## config.mk

```make
export PLATFORM = sky130hd
export DESIGN_NAME = instr_seq
export DESIGN_NICKNAME = d
export VERILOG_FILES = /design/src/rtl/instr_seq.sv
export SDC_FILE = /design/constraint.sdc
export NUM_CORES = 1
export LEC_CHECK = 0
export BUFFER_PORTS_ARGS = -buffer_cell sky130_fd_sc_hd__clkbuf_2
export CAP_MARGIN = 0
export CELL_PAD_IN_SITES_DETAIL_PLACEMENT = 2
export CELL_PAD_IN_SITES_GLOBAL_PLACEMENT = 2
export CORE_MARGIN = 2
export CORE_UTILIZATION = 30
export CTS_BUF_LIST = sky130_fd_sc_hd__clkbuf_8
export DETAILED_ROUTE_END_ITERATION = 12
export GPL_ROUTABILITY_DRIVEN = 1
export MAX_ROUTING_LAYER = met4
export PLACE_DENSITY_LB_ADDON = 0.1
export SLEW_MARGIN = 20
export SYNTH_ARGS = -nofsm -noshare
export SYNTH_HDL_FRONTEND = slang
export SYNTH_SLANG_ARGS = --single-unit
```

## constraint.sdc

```tcl
create_clock -name clk -period 2.9 [get_ports clk]
set_input_delay 0.145 -clock clk [delete_from_list [all_inputs] [get_ports clk]]
set_output_delay 0.145 -clock clk [all_outputs]
set_load 0.02 [all_outputs]
```

## src/rtl/instr_seq.sv

```systemverilog
// Instruction sequencer: fetches words from instruction memory, issues them to the decoder, follows redirects.
// Fetch-to-issue latency is one cycle after imem_ready; a stalled issue holds instr/pc until stall drops.
module instr_seq #(
    parameter logic [31:0] RESET_PC = 32'h0000_0000,
    parameter int unsigned TIMEOUT  = 15
) (
    input  logic        clk,
    input  logic        reset,
    output logic        imem_req,
    output logic [31:0] imem_addr,
    input  logic        imem_ready,
    input  logic [31:0] imem_data,
    output logic [31:0] instr,
    output logic        instr_valid,
    output logic [31:0] pc,
    input  logic        stall,
    input  logic        redirect,
    input  logic [31:0] redirect_pc,
    output logic        fault
);

    typedef enum logic [1:0] {
        IDLE  = 2'd0,
        FETCH = 2'd1,
        ISSUE = 2'd2,
        FAULT = 2'd3
    } state_t;

    localparam logic [31:0] NOP     = 32'h0000_0013;
    // Count of completed empty FETCH cycles at which the current cycle is the TIMEOUT-th one.
    localparam logic [7:0]  LP_LAST = 8'(TIMEOUT - 1);

    state_t      r_state;
    logic        r_boot;
    logic [7:0]  r_cnt;
    logic [31:0] r_pc;
    logic [31:0] r_instr;
    logic        r_valid;
    logic        r_req;
    logic        r_fault;

    logic [31:0] w_next_pc;
    logic        w_misalign;

    assign w_next_pc  = redirect ? redirect_pc : r_pc + 32'd4;
    assign w_misalign = redirect && (redirect_pc[1:0] != 2'b00);

    always_ff @(posedge clk or posedge reset) begin
        if (reset) begin
            r_state <= IDLE;
            r_boot  <= 1'b0;
            r_cnt   <= 8'd0;
            r_pc    <= RESET_PC;
            r_instr <= NOP;
            r_valid <= 1'b0;
            r_req   <= 1'b0;
            r_fault <= 1'b0;
        end else begin
            case (r_state)
                // The first edge after release only arms; IDLE then lasts one full cycle.
                IDLE: begin
                    if (r_boot) begin
                        r_state <= FETCH;
                        r_req   <= 1'b1;
                        r_cnt   <= 8'd0;
                    end else begin
                        r_boot <= 1'b1;
                    end
                end
                FETCH: begin
                    if (imem_ready) begin
                        r_instr <= imem_data;
                        r_valid <= 1'b1;
                        r_req   <= 1'b0;
                        r_state <= ISSUE;
                    end else if (r_cnt == LP_LAST) begin
                        r_req   <= 1'b0;
                        r_fault <= 1'b1;
                        r_state <= FAULT;
                    end else begin
                        r_cnt <= r_cnt + 8'd1;
                    end
                end
                ISSUE: begin
                    if (!stall) begin
                        r_valid <= 1'b0;
                        r_pc    <= w_next_pc;
                        if (w_misalign) begin
                            r_fault <= 1'b1;
                            r_state <= FAULT;
                        end else begin
                            r_req   <= 1'b1;
                            r_cnt   <= 8'd0;
                            r_state <= FETCH;
                        end
                    end
                end
                FAULT: begin
                    r_state <= FAULT;
                end
                default: begin
                    r_state <= IDLE;
                end
            endcase
        end
    end

    assign imem_req    = r_req;
    assign imem_addr   = r_pc;
    assign instr       = r_instr;
    assign instr_valid = r_valid;
    assign pc          = r_pc;
    assign fault       = r_fault;

endmodule

```

==> impl_metrics.toml <==
[run_status]
status = "complete, no violations"

[drt]
ant_nets = 0
drt_iter0_drc = 171
routedWlPerCell_um = 19.9
drcViolationCount = 0
viasPerCell = 5.30
firstDrtPassIters = 4
routed_wl_um = 15600
vias = 4146

[critical_path]
startpoint_type = "flop"
crit_fanout = 28
critPathMaxStageDelay_ps = 660
path_class = "flop to flop"
cp_slowest_cell = "dfrtp_1"
r2r-end = "imem_addr[28]$_DFFE_PP0P_"
cp.arrival_ps = 2450
cp_cell_sequence = "or3b_2 > buf_4 > nor3_1 > and4_1 > a311oi_1"
reg2reg_from = "r_state[1]$_DFFE_PP0P_"
required_ps = 3150
worst-r2r-setup-slack_ps = 700
critPathCaptureType = "flop"
r2r_cells = 5

[clock_network]
clk_pin_slew_ps = 100
clock_path_buffers = 2
tritoncts = "built"
cts-htree-levels = 3
cts_resized = 0
clock_latency_ps = 370
root_buffer = "clkbuf_8"
cts_num_sinks = 78
cts_setup_buffers = 0
cts_made_buffers = 9
cts_hold_buffers = 26

[min_path]
min-delay-path-class = "input pin to flop"
hold_path_startpoint = "imem_data[20]"
holdPathStages = 2
holdPathEnd = "instr[20]$_DFFE_PP0P_"

[sta]
final.min_clock_period_ps = 2200
tns_ps = 0
worstMarginPinSlew_ps = 943
slew_headroom = 0.370
min_period_over_period = 0.760
max_freq_ghz = 0.454
whs_ps = 16.7
final-max-slew-violation-count = 0
rsz0062_at_grt = "false"
setup_ws_ps = 696
setup_viol = 0
hold_viol_final = 0
clock_skew_ps = 16.2

[global_routing]
gr-total-overflow = 0
antenna_found_initial = 0
grt_pass1_wl_um = 25100
grt_pass1_vias = 4468
grt_max_degree = 50
grtUsageTotal = 0.208

[power]
ir_worst_vdd_uv = 387
power_density_nw_per_um2 = 649
p_switching_mw = 1.54
p_int_mw = 2.10
cellLeakagePower_nw = 2.70
combPwrFrac = 0.330
netSwitchingFraction = 0.422
clockPowerShare = 0.226
power.total_mw = 3.64
p_seq_frac = 0.444

[synthesis]
ys_top_cells_by_area = "dfrtp_1, mux2_2, buf_4"
post_synth_num_cell_types = 60
synth_edf_count = 0
synth-async-reset-ratio = 1.00
synth_warnings = 0
syn-cell-area_sq_um = 4360
synth_nets = 508
seq_area_frac_synth = 0.448
yosysTopAreaCellShare = 0.430
synthCells = 436
ys.flop_type = "dfrtp_1"
synth-seq-cells = 78
syn_area_per_cell_sq_um = 10.0
synth_common_cells = "dfrtp_1, mux2_2, buf_4, nand2_1, o21ai_0"
synth_most_common_cell = "dfrtp_1"
yosys.area.top_type = "dfrtp_1"

[finish]
num_antenna_cells = 0
fin_area_sq_um = 5600
n_fill_cell = 1629
drive_above_1_share = 0.406
syn2layout_area_growth_pct = 28.5
nNetsFinal = 666

[place]
dpl.hpwl_um = 10700
postPlaceCellArea_sq_um = 5130
gp_congestion = 0.783
io_buffers = 167
dp_slack_ps = 722

[die]
die_y_um = 125
die_area_sq_um = 15500
num_rows = 44
die_width_um = 125
io_pins = 168
start_util = 0.304
coreArea_sq_um = 14400

[job]
maxCapViolCount = 0
[worst max-delay path by stage]
| stage | start | end | slack (ps) | depth (start not counted) |
|---|---|---|---|---|
| 6_report | r_state[1]$_DFFE_PP0P_ | imem_addr[28]$_DFFE_PP0P_ | 700 | 5 |
| 5_1_grt | imem_addr[2]$_DFFE_PP0P_ | imem_addr[28]$_DFFE_PP0P_ | 470 | 5 |
| 4_1_cts | r_state[1]$_DFFE_PP0P_ | imem_addr[28]$_DFFE_PP0P_ | 710 | 5 |
| 3_5_place_dp | r_state[1]$_DFFE_PP0P_ | imem_addr[28]$_DFFE_PP0P_ | 720 | 5 |
| 3_3_place_gp | r_state[1]$_DFFE_PP0P_ | imem_addr[28]$_DFFE_PP0P_ | 780 | 5 |
| 2_1_floorplan | reset | fault$_DFFE_PP0P_ | 760 | 1 |
[flip-flops by register name, indices dropped and copies added, names as in the netlist]
name / flops
imem_addr: 32
instr: 32
r_cnt: 8
r_state: 2
fault: 1
imem_req: 1
instr_valid: 1
r_boot: 1
[per-layer routing]
layer  share of wire  track usage  vias to the layer above
li1                -            -                     1922
met1            0.44        0.260                     2087
met2            0.49        0.336                      108
met3           0.040       0.0395                       29
met4           0.030       0.0773                        0
met5               0            -                        -
[worst max-delay path, delay by kind of cell (launching register included)]
kind                   cells  cell delay (ps)
buffers and inverters      1              260
AO/OA/AOI/OAI              1              110
flip-flops                 1              660
AND/OR/NAND/NOR            3             1040
[area by class of cell]
type | count | area, sq um | area share
multi-input combinational | 291 | 2000 | 0.357
tap | 184 | 230 | 0.0411
clock buffer | 9 | 124 | 0.0221
timing repair buffer | 205 | 1190 | 0.213
inverter | 9 | 35.0 | 0.00625
sequential | 78 | 1960 | 0.349
clock inverter | 7 | 67.6 | 0.0121
[cell families (layout without fill, tap and decap cells)]
kind of cell,count (synthesis),in the layout,synth area share
simple gates,139,139,0.183
mux,35,35,0.0901
compound gates,114,114,0.176
buf+inv,67,230,0.0944
fa+ha+maj,3,3,0.00861
flops,78,78,0.448
[cells in the final DEF (no fill, tap or decap), types with 4 or more instances in the layout]
cell,n
clkbuf_2,167
dfrtp_1,75
mux2_2,34
dlygate4sd3_1,28
nand2_1,27
o21ai_0,27
a21oi_1,23
nor2_1,23
nand3_1,16
nor3_1,14
and3_1,10
buf_4,10
a211oi_1,9
clkbuf_8,9
inv_1,8
nand4_1,8
or3_1,7
and4_1,7
o31ai_1,6
a311oi_1,6
a31oi_1,5
a22oi_1,5
o41ai_1,4
o211ai_1,4
[through the flow]
step | cells | util
floorplan | 436 | -
global placement | 739 | 0.357
detailed placement | 739 | 0.357
CTS | 781 | 0.389
global route | 783 | 0.390
finish | 783 | 0.390
[power groups by stage]
stage / logic (mW) / registers, mW / clock network, mW
floorplan: 0.584 / 1.81 / 0
global placement: 1.16 / 1.61 / 0
detailed placement: 1.17 / 1.63 / 0
global route: 1.29 / 1.66 / 0.898
CTS: 1.21 / 1.61 / 0.853
finish: 1.20 / 1.62 / 0.823
Power figures use the tool's default switching activity.
